### src/rtl/motor_drive_sequencer_if.sv
// Command/status bundle between the switch decode,
// the drive sequencer and the L298 bridge pins.
interface motor_drive_sequencer_if #(
  parameter int DUTY_W = 12
);
  logic              req_en;
  logic [DUTY_W-1:0] req_duty;
  logic              req_dir;
  logic              oc_a;
  logic              oc_b;
  logic              fault_clr;
  logic [DUTY_W-1:0] duty;
  logic              in1;
  logic              in2;
  logic              in3;
  logic              in4;
  logic              fault;
  logic [2:0]        state;
  logic              busy;

  modport master (
    output req_en, req_duty, req_dir,
    output oc_a, oc_b, fault_clr,
    input  duty, in1, in2, in3, in4,
    input  fault, state, busy
  );

  modport slave (
    input  req_en, req_duty, req_dir,
    input  oc_a, oc_b, fault_clr,
    output duty, in1, in2, in3, in4,
    output fault, state, busy
  );
endinterface

### src/rtl/motor_drive_sequencer.sv
// Slew-limited duty sequencer for the dual L298 bridge:
// ramps, dead-time on reversal, overcurrent fault latch.
module motor_drive_sequencer #(
  parameter int PWM_PERIOD  = 2500,
  parameter int DUTY_W      = 12,
  parameter int STEP        = 25,
  parameter int STEP_CYCLES = 2500,
  parameter int DEAD_CYCLES = 250000,
  parameter int OC_FILT     = 2499
) (
  input  logic clk,
  input  logic rst_n,
  motor_drive_sequencer_if.slave bus
);

  localparam int TW = (STEP_CYCLES > 1) ?
                      $clog2(STEP_CYCLES) : 1;
  localparam int DW = $clog2(DEAD_CYCLES + 1);
  localparam int OW = $clog2(OC_FILT + 1);

  localparam logic [DUTY_W-1:0] PWM_MAX =
    DUTY_W'(PWM_PERIOD);
  localparam logic [DUTY_W-1:0] STEP_V =
    DUTY_W'(STEP);
  localparam logic [TW-1:0] TICK_LAST =
    TW'(STEP_CYCLES - 1);
  localparam logic [DW-1:0] DEAD_LAST =
    DW'(DEAD_CYCLES - 1);
  localparam logic [OW-1:0] OC_MAX =
    OW'(OC_FILT);

  localparam logic [2:0] S_IDLE    = 3'd0;
  localparam logic [2:0] S_RAMP    = 3'd1;
  localparam logic [2:0] S_HOLD    = 3'd2;
  localparam logic [2:0] S_RAMP_DN = 3'd3;
  localparam logic [2:0] S_DEAD    = 3'd4;
  localparam logic [2:0] S_FAULT   = 3'd5;

  logic [2:0]        st;
  logic              dir;
  logic [DUTY_W-1:0] duty_q;
  logic [TW-1:0]     tick_cnt;
  logic [DW-1:0]     dead_cnt;
  logic [OW-1:0]     oc_a_cnt;
  logic [OW-1:0]     oc_b_cnt;

  logic [DUTY_W-1:0] clamped;
  logic [DUTY_W-1:0] tgt;
  logic [DUTY_W-1:0] diff;
  logic [DUTY_W-1:0] up_stp;
  logic [DUTY_W-1:0] dn_stp;
  logic              tick;
  logic              stop;
  logic              oc_trip;
  logic              drive;

  // Clamped target and the per-tick step sizes
  always_comb begin
    clamped = (bus.req_duty > PWM_MAX) ?
              PWM_MAX : bus.req_duty;
    tgt     = bus.req_en ? clamped : '0;
    diff    = (tgt >= duty_q) ?
              (tgt - duty_q) : (duty_q - tgt);
    up_stp  = (diff < STEP_V) ? diff : STEP_V;
    dn_stp  = (duty_q < STEP_V) ? duty_q : STEP_V;
    tick    = (tick_cnt == TICK_LAST);
    stop    = (bus.req_dir != dir) || (tgt == '0);
    oc_trip = (oc_a_cnt == OC_MAX) ||
              (oc_b_cnt == OC_MAX);
  end

  // Saturating run-length counters on both sense inputs
  always_ff @(posedge clk or negedge rst_n) begin
    if (!rst_n) begin
      oc_a_cnt <= '0;
      oc_b_cnt <= '0;
    end else begin
      if (!bus.oc_a)
        oc_a_cnt <= '0;
      else if (oc_a_cnt != OC_MAX)
        oc_a_cnt <= oc_a_cnt + 1'b1;
      if (!bus.oc_b)
        oc_b_cnt <= '0;
      else if (oc_b_cnt != OC_MAX)
        oc_b_cnt <= oc_b_cnt + 1'b1;
    end
  end

  // Sequencer: ramp, hold, ramp-down, dead-time, fault
  always_ff @(posedge clk or negedge rst_n) begin
    if (!rst_n) begin
      st       <= S_IDLE;
      dir      <= 1'b1;
      duty_q   <= '0;
      tick_cnt <= '0;
      dead_cnt <= '0;
    end else if (oc_trip) begin
      st     <= S_FAULT;
      duty_q <= '0;
    end else begin
      unique case (st)
        S_IDLE: begin
          if (tgt != '0) begin
            dir      <= bus.req_dir;
            st       <= S_RAMP;
            tick_cnt <= '0;
          end
        end
        S_RAMP: begin
          if (stop) begin
            st       <= S_RAMP_DN;
            tick_cnt <= '0;
          end else if (duty_q == tgt) begin
            st <= S_HOLD;
          end else begin
            tick_cnt <= tick ? '0 : tick_cnt + 1'b1;
            if (tick)
              duty_q <= (tgt > duty_q) ?
                        duty_q + up_stp :
                        duty_q - up_stp;
          end
        end
        S_HOLD: begin
          if (stop) begin
            st       <= S_RAMP_DN;
            tick_cnt <= '0;
          end else if (tgt != duty_q) begin
            st       <= S_RAMP;
            tick_cnt <= '0;
          end
        end
        S_RAMP_DN: begin
          if (duty_q == '0) begin
            st       <= S_DEAD;
            dead_cnt <= DEAD_LAST;
          end else begin
            tick_cnt <= tick ? '0 : tick_cnt + 1'b1;
            if (tick)
              duty_q <= duty_q - dn_stp;
          end
        end
        S_DEAD: begin
          if (dead_cnt == '0)
            st <= S_IDLE;
          else
            dead_cnt <= dead_cnt - 1'b1;
        end
        S_FAULT: begin
          if (bus.fault_clr && !bus.oc_a && !bus.oc_b) begin
            st       <= S_DEAD;
            dead_cnt <= DEAD_LAST;
          end
        end
        default: st <= S_IDLE;
      endcase
    end
  end

  // Bridge pins coast outside the driving states
  always_comb begin
    drive     = (st == S_RAMP) || (st == S_HOLD) ||
                (st == S_RAMP_DN);
    bus.in1   = drive & dir;
    bus.in2   = drive & ~dir;
    bus.in3   = drive & ~dir;
    bus.in4   = drive & dir;
    bus.duty  = duty_q;
    bus.state = st;
    bus.fault = (st == S_FAULT);
    bus.busy  = (st == S_RAMP) || (st == S_RAMP_DN) ||
                (st == S_DEAD);
  end

endmodule

### src/flat_wrapper.sv
// flat-port wrapper written by rule: the top's interface ports become plain ports
module motor_drive_sequencer_flat 
#(
  parameter int PWM_PERIOD  = 2500,
  parameter int DUTY_W      = 12,
  parameter int STEP        = 25,
  parameter int STEP_CYCLES = 2500,
  parameter int DEAD_CYCLES = 250000,
  parameter int OC_FILT     = 2499
)
  (clk, rst_n, bus_req_en, bus_req_duty, bus_req_dir, bus_oc_a, bus_oc_b, bus_fault_clr, bus_duty, bus_in1, bus_in2, bus_in3, bus_in4, bus_fault, bus_state, bus_busy);
  motor_drive_sequencer_if #(.DUTY_W(DUTY_W)) bus_i ();
  input  logic clk;
  input  logic rst_n;
  input wire logic [$bits(bus_i.req_en)-1:0] bus_req_en;
  input wire logic [$bits(bus_i.req_duty)-1:0] bus_req_duty;
  input wire logic [$bits(bus_i.req_dir)-1:0] bus_req_dir;
  input wire logic [$bits(bus_i.oc_a)-1:0] bus_oc_a;
  input wire logic [$bits(bus_i.oc_b)-1:0] bus_oc_b;
  input wire logic [$bits(bus_i.fault_clr)-1:0] bus_fault_clr;
  output wire logic [$bits(bus_i.duty)-1:0] bus_duty;
  output wire logic [$bits(bus_i.in1)-1:0] bus_in1;
  output wire logic [$bits(bus_i.in2)-1:0] bus_in2;
  output wire logic [$bits(bus_i.in3)-1:0] bus_in3;
  output wire logic [$bits(bus_i.in4)-1:0] bus_in4;
  output wire logic [$bits(bus_i.fault)-1:0] bus_fault;
  output wire logic [$bits(bus_i.state)-1:0] bus_state;
  output wire logic [$bits(bus_i.busy)-1:0] bus_busy;
  assign bus_i.req_en = bus_req_en;
  assign bus_i.req_duty = bus_req_duty;
  assign bus_i.req_dir = bus_req_dir;
  assign bus_i.oc_a = bus_oc_a;
  assign bus_i.oc_b = bus_oc_b;
  assign bus_i.fault_clr = bus_fault_clr;
  assign bus_duty = bus_i.duty;
  assign bus_in1 = bus_i.in1;
  assign bus_in2 = bus_i.in2;
  assign bus_in3 = bus_i.in3;
  assign bus_in4 = bus_i.in4;
  assign bus_fault = bus_i.fault;
  assign bus_state = bus_i.state;
  assign bus_busy = bus_i.busy;
  motor_drive_sequencer #(.PWM_PERIOD(PWM_PERIOD), .DUTY_W(DUTY_W), .STEP(STEP), .STEP_CYCLES(STEP_CYCLES), .DEAD_CYCLES(DEAD_CYCLES), .OC_FILT(OC_FILT)) u_core (.clk(clk), .rst_n(rst_n), .bus(bus_i));
endmodule
### config.mk
export PLATFORM = sky130hd
export DESIGN_NAME = motor_drive_sequencer_flat
export DESIGN_NICKNAME = d
export VERILOG_FILES = /design/src/rtl/motor_drive_sequencer_if.sv /design/src/rtl/motor_drive_sequencer.sv /design/src/flat_wrapper.sv
export SDC_FILE = /design/constraint.sdc
export NUM_CORES = 1
export LEC_CHECK = 0
export ABC_AREA = 1
export BUFFER_PORTS_ARGS = -buffer_cell sky130_fd_sc_hd__buf_2
export CAP_MARGIN = 20
export CORE_UTILIZATION = 56
export CTS_CLUSTER_DIAMETER = 200
export DETAILED_ROUTE_END_ITERATION = 16
export MAX_ROUTING_LAYER = met4
export PLACE_DENSITY = 0.74
export SETUP_SLACK_MARGIN = 0.4
export SYNTH_ARGS = -nofsm -noshare
export SYNTH_HDL_FRONTEND = slang
export SYNTH_SLANG_ARGS = --single-unit
### constraint.sdc
create_clock -name clk -period 11.09 [get_ports clk]
set_input_delay 0 -clock clk [delete_from_list [all_inputs] [get_ports clk]]
set_output_delay 0 -clock clk [all_outputs]
set_load 0.005 [all_outputs]
Yosys cells after proc, flatten, opt, wreduce, memory -nomap -nowiden

Cells that the tools add are included.

Equality and inequality tests: 33
Muxes and demuxes: 39
Order comparisons: 5
Add/sub/neg operators: 9
Bitwise logic cells: 4
Reductions and logical operators: 23

Operators with widths:

| operator                                                                      | number |
|---|---|
| 12-bit two-way mux                                                            | 23 |
| 18-bit two-way mux                                                            | 3 |
| 18-bit case mux with 3 select lines                                           | 1 |
| 12-bit case mux with 4 select lines                                           | 1 |
| 12-bit subtractor                                                             | 4 |
| 12-bit by 1-bit adder with 12-bit output, second input constant               | 3 |
| 12-bit equality test, second input constant                                   | 3 |
| 3-bit two-way mux                                                             | 9 |
| 12-bit logical NOT                                                            | 2 |
| 12-bit by 5-bit less-than comparator with 1-bit output, second input constant | 2 |
| 12-bit != test, second input constant                                         | 2 |
| 12-bit case mux with 2 select lines                                           | 1 |
| 3-bit by 1-bit != test with 1-bit output, second input constant               | 7 |
| 18-bit logical NOT                                                            | 1 |
| 3-bit case mux with 6 select lines                                            | 1 |
| 6-bit AND reduction                                                           | 3 |
| 18-bit by 1-bit subtractor with 18-bit output, second input constant          | 1 |
| 12-bit adder                                                                  | 1 |
| 12-bit equality test                                                          | 1 |
| 12-bit >= comparator                                                          | 1 |
| 12-bit > comparator                                                           | 1 |
| 12-bit > comparator, second input constant                                    | 1 |
| 12-bit != test                                                                | 1 |
| 12-bit nonzero test                                                           | 1 |
| 19 further kinds                                                              | 39 |

Logic and storage cells: 120
Register bits after elaboration: 70
Input port bits: 19
Output and inout bits: 21

Longest topological paths before layout

Depth in word-level cells: 14
Mapped depth: 49

Worst setup path after synthesis

Ideal clock, no wire load.

Kind: input to register
Start: input bus_req_duty[0]
End: register u_core.duty_q[10], in the netlist u_core.bus.duty[10]
Path buffers: 1
Stages on the path: 40
Library setup time: 0.126 ns
Required time: 10.964 ns
Path slack: 6.342 ns
Arrival time: 4.622 ns
Cell sequence: o21ai_1 -> nand4_1 -> nand4_1 -> nand3_1 -> nand2_2 -> inv_2 -> nor3_1 -> ha_1 -> buf_2 -> nand2_1 -> nand3_1 -> nand3_1 -> nand4_2 -> nand2_1 -> nand3_2 -> nor2_2 -> inv_1 -> nand2_1 -> [... 4 more ...] -> o21ai_0 -> inv_1 -> a22oi_2 -> inv_2 -> fa_1 -> o21ai_0 -> a21oi_1 -> o21bai_1 -> nand2_1 -> nand2_1 -> nand2_1 -> nand2_1 -> nand2_1 -> nand2_1 -> a21oi_1 -> xnor2_1 -> nand2_1 -> o21ai_0

Longest elaborated chain between the ends: 14
Elaborated cells on any way between the ends: 24
Those cells by class: add/sub: 4; order compare: 4; eq/ne: 3; mux: 10; reduce/logical: 3

RTL lines:

| element                                                          | line                                                       | RTL |
|---|---|---|
| start: declaration                                               | flat_wrapper.sv:16                                         | `input wire logic [$bits(bus_i.req_duty)-1:0] bus_req_duty;` |
| 12-bit > comparator                                              | motor_drive_sequencer.sv:59                                | `clamped = (bus.req_duty > PWM_MAX) ?` |
| 12-bit two-way mux *                                             | motor_drive_sequencer.sv:59                                |  |
| 12-bit two-way mux *                                             | motor_drive_sequencer.sv:61                                | `tgt = bus.req_en ? clamped : '0;` |
| 12-bit subtractor / 12-bit >= comparator (equally long branches) | motor_drive_sequencer.sv:63, motor_drive_sequencer.sv:62   |  |
| 12-bit two-way mux                                               | motor_drive_sequencer.sv:62                                | `diff = (tgt >= duty_q) ?` |
| 12-bit by 5-bit less-than comparator with 1-bit output           | motor_drive_sequencer.sv:64                                | `up_stp = (diff < STEP_V) ? diff : STEP_V;` |
| 12-bit two-way mux                                               | motor_drive_sequencer.sv:64                                |  |
| 12-bit subtractor / 12-bit adder (equally long branches)         | motor_drive_sequencer.sv:120, motor_drive_sequencer.sv:119 |  |
| 12-bit two-way mux                                               | motor_drive_sequencer.sv:118                               | `duty_q <= (tgt > duty_q) ?` |
| 12-bit two-way mux                                               | motor_drive_sequencer.sv:117                               | `if (tick)` |
| 12-bit two-way mux                                               | motor_drive_sequencer.sv:113                               | `end else if (duty_q == tgt) begin` |
| 12-bit two-way mux                                               | motor_drive_sequencer.sv:110                               | `if (stop) begin` |
| 12-bit case mux with 2 select lines                              | motor_drive_sequencer.sv:101                               | `unique case (st)` |
| 12-bit two-way mux                                               | motor_drive_sequencer.sv:97                                | `end else if (oc_trip) begin` |
| end signal: assignment                                           | motor_drive_sequencer.sv:118                               |  |
| end signal: assignment                                           | motor_drive_sequencer.sv:139                               | `duty_q <= duty_q - dn_stp;` |
| end: declaration                                                 | motor_drive_sequencer.sv:41                                | `logic [DUTY_W-1:0] duty_q;` |

Every way passes the cells marked *; elsewhere a longest branch is shown, timed or not. The select of a mux whose other input is x is not followed.
A chain may end at the register's enable or synchronous reset.

Worst setup path after layout

Start: register u_core.duty_q[1], in the netlist u_core.bus.duty[1]
End: register u_core.duty_q[10], in the netlist u_core.bus.duty[10]

Longest elaborated chain between the ends: 11
Elaborated cells on any way between the ends: 25
Those cells by class: add/sub: 5; order compare: 4; eq/ne: 3; mux: 11; reduce/logical: 2

RTL lines:

| element                                                          | line |
|---|---|
| 12-bit subtractor / 12-bit >= comparator (equally long branches) | motor_drive_sequencer.sv:63, motor_drive_sequencer.sv:62 |
| 12-bit two-way mux                                               | motor_drive_sequencer.sv:62 |
| 12-bit by 5-bit less-than comparator with 1-bit output           | motor_drive_sequencer.sv:64 |
| 12-bit two-way mux                                               | motor_drive_sequencer.sv:64 |
| 12-bit subtractor / 12-bit adder (equally long branches)         | motor_drive_sequencer.sv:120, motor_drive_sequencer.sv:119 |
| 12-bit two-way mux                                               | motor_drive_sequencer.sv:118 |
| 12-bit two-way mux                                               | motor_drive_sequencer.sv:117 |
| 12-bit two-way mux                                               | motor_drive_sequencer.sv:113 |
| 12-bit two-way mux                                               | motor_drive_sequencer.sv:110 |
| 12-bit case mux with 2 select lines                              | motor_drive_sequencer.sv:101 |
| 12-bit two-way mux                                               | motor_drive_sequencer.sv:97 |

Parallel ways exist; a longest one is shown, timed or not. The select of a mux whose other input is x is not followed.

==> run_results.csv <==
group,metric,value,unit
run_status,status,"completed",
grt,grt_pass1_vias,5716,
job,max_cap_violations,0,
route,drc,0,
setup_path,cp_data_required_time,11.31,ns
die,initial_core_util,0.573,
placed_design,io_buffers,39,
setup_path,path_delay_family,"simple AND/OR/NAND/NOR gates",
setup_path,crit_fanout,13,
logic_synthesis,ys_types,44,
cells_and_area,area_growth,8.78,%
sta,period_share,0.518,
cells_and_area,final_nets,1066,
cts,cts_hold_buffers,4,
pwr,p_per_area,124,nW/um2
cts,cts_sinks,70,
sta,clock_skew,0.0115,ns
logic_synthesis,synth-edff-count,0,
die,die_y,107,um
logic_synthesis,yosys.area.top_type,"dfrtp_1",
route,finalWirelength,15.0,mm
die,ios,40,
sta,fin_ws,5.35,ns
die,rows,38,
worst_hold_path,hold_path.class,"in2async",
setup_path,path_buf_inv,4,
route,first_iter_violations,370,
logic_synthesis,ys_seq_elements,70,
die,fp.dieW,107,um
cts,cts_setup_buffers,0,
sta,max_freq,174,MHz
route,vias,6108,
grt,grt_usage,0.292,
grt,overflow,0,
sta,setup_violations,0,
setup_path,crit_type,"reg2reg",
cts,tritoncts,"done",
logic_synthesis,synth_nets,1020,
sta,max_slew_margin,0.411,
grt,grt_antenna_before_repair,0,
logic_synthesis,ys.flop_type,"dfrtp_1",
cts,clkLatencyLatePin,0.37,ns
setup_path,crit_slowest_cell,"dfrtp_1",
cts,h-tree-depth,3,
logic_synthesis,seq_area_frac_synth,0.282,
logic_synthesis,synth_common_cells,"240 x nand2_1, 168 x inv_1, 89 x nor2_1, 85 x nand3_1, 69 x dfrtp_1",
setup_path,r2r_start,"u_core.bus.duty[1]",
grt,grt_max_degree,71,
placed_design,post-place-ws,5.29,ns
logic_synthesis,synth_area,6210,um2
sta,finalHoldViolations,0,
logic_synthesis,synth.most_common_cell,"nand2_1",
sta,maxSlewViolCount,0,
logic_synthesis,yosysTopAreaCellShare,0.278,
placed_design,gp_congestion,0.972,
route,antenna_left,0,
sta,fin_tns_setup,0,ns
pwr,leakagePower,0.00355,uW
cts,cts_root_buf,"clkbuf_8",
logic_synthesis,async_flop_share,1.00,
logic_synthesis,yosys_warnings,0,
die,core_area,10800,um2
route,detail_route.wl_per_cell,13.1,um
grt,grt_pass1_wl,26.0,mm
cts,clk_path_buf_depth,2,
cts,cts_resized,0,
cts,clk_pin_slew,0.08,ns
sta,finalCriticalPeriod,5.74,ns
die,dieArea,11500,um2
placed_design,dpl.hpwl,11.7,mm
logic_synthesis,postSynthCellCount,959,
cts,cts_made_buffers,9,
setup_path,cp_slowest_stage_delay,0.54,ns
setup_path,cp_data_arrival_time,5.97,ns
setup_path,critPathLaunchType,"flop",
logic_synthesis,synth.avg_cell_area,6.48,um2
cells_and_area,post-route-util,0.624,
sta,rsz0062_at_grt,"false",
setup_path,end_kind,"flop",
route,viasPerCell,5.31,
pwr,ir_drop,0.0740,mV
logic_synthesis,ys_top_cells_by_area,"dfrtp_1 28%, nand2_1 14%, inv_1 10%, ha_1 7.9%, nand3_1 6.8%",
sta,worst_pin_slew,0.884,ns
setup_path,worstSetupStartpoint,"u_core.bus.duty[1]",
route,dr.pass1.iters,5,
cells_and_area,drive_gt1_frac,0.0911,
setup_path,cp_common_cell,"nand2_1",
cells_and_area,antenna_cells,0,
[power by group]
group / total [uW] / internal, uW / switching, uW
combinational: 349 / 117 / 232
sequential: 293 / 275 / 18.5
clock: 195 / 93.3 / 102
[registers in the layout (all words and copies together), names as in the netlist]
register	flops
u_core.dead_cnt	18
u_core.oc_a_cnt	12
u_core.tick_cnt	12
u_core.dir	1
u_core.bus.state	3
u_core.bus.duty	12
u_core.oc_b_cnt	12
[layout by cell type, fill, tap and decap left out, drive strengths merged, types with 6 or more instances in the layout]
| cell | instances |
|---|---|
| nand2 | 249 |
| inv | 174 |
| nor2 | 96 |
| nand3 | 88 |
| dfrtp | 69 |
| o21ai | 63 |
| a21oi | 43 |
| buf | 40 |
| ha | 39 |
| nand4 | 27 |
| nor3 | 25 |
| xor2 | 14 |
| clkbuf | 13 |
| o22ai | 9 |
| nor4 | 8 |
| xnor2 | 7 |
| a31oi | 6 |
[kinds of logic (layout without fill, tap and decap cells)]
family          after synthesis  count (layout)  share of synthesized area
xor+xnor                     21              21                     0.0296
fa+ha+maj                    42              42                     0.0882
simple gates                504             504                      0.362
compound gates              139             139                      0.124
flops                        70              70                      0.282
buf+inv                     183             234                      0.114
[per-stage QoR]
| step | hold WS, ns | std cells | cell area, um2 | power (uW) |
|---|---|---|---|---|
| 3_3_place_gp | 0.174 | 1129 | 6530 | 634 |
| 5_1_grt | 0.369 | 1150 | 6760 | 907 |
| 3_5_place_dp | 0.182 | 1129 | 6530 | 637 |
| 4_1_cts | 0.326 | 1149 | 6750 | 835 |
| 2_1_floorplan | -0.296 | 959 | 6210 | 557 |
| 6_report | 0.289 | 1150 | 6760 | 837 |
[routing by layer]
metal,global-route usage,vias to the layer above,share of wire
met5,-,-,0
met4,0.0978,0,0.023
met3,0.0436,27,0.038
met2,0.452,144,0.45
met1,0.393,2737,0.49
li1,-,3200,-
[worst reg2reg max path: cells and delay by family, from the launching register on]
family	cells	cell delay (ns)
AOI/OAI and AO/OA	7	1.08
xor gates and xnor gates	1	0.12
adders and majority gates	3	1.20
DFF	1	0.54
and+or+nand+nor	20	2.22
buffers and inverters	4	0.44
[final cells by class]
| cell class | count | area, um2 |
|---|---|---|
| clock buffer | 13 | 159 |
| clock inverter | 3 | 18.8 |
| tap | 140 | 175 |
| timing repair buffer | 44 | 249 |
| multi-input combinational | 706 | 3750 |
| sequential | 70 | 1750 |
| inverter | 174 | 653 |
| fill | 1064 | 4080 |
[worst paths after layout]
path,endpoint,cells after the start,slack (ns)
min in group clk,u_core.dead_cnt[13],8,0.37
max in group asynchronous,u_core.bus.duty[5],2,10.21
min,u_core.tick_cnt[7],2,0.29
max reg2reg,u_core.bus.duty[10],35,5.35
max,u_core.bus.duty[10],35,5.35
min reg2reg,u_core.oc_b_cnt[8],1,0.49
Note: power is estimated with default switching activity, not from simulation.
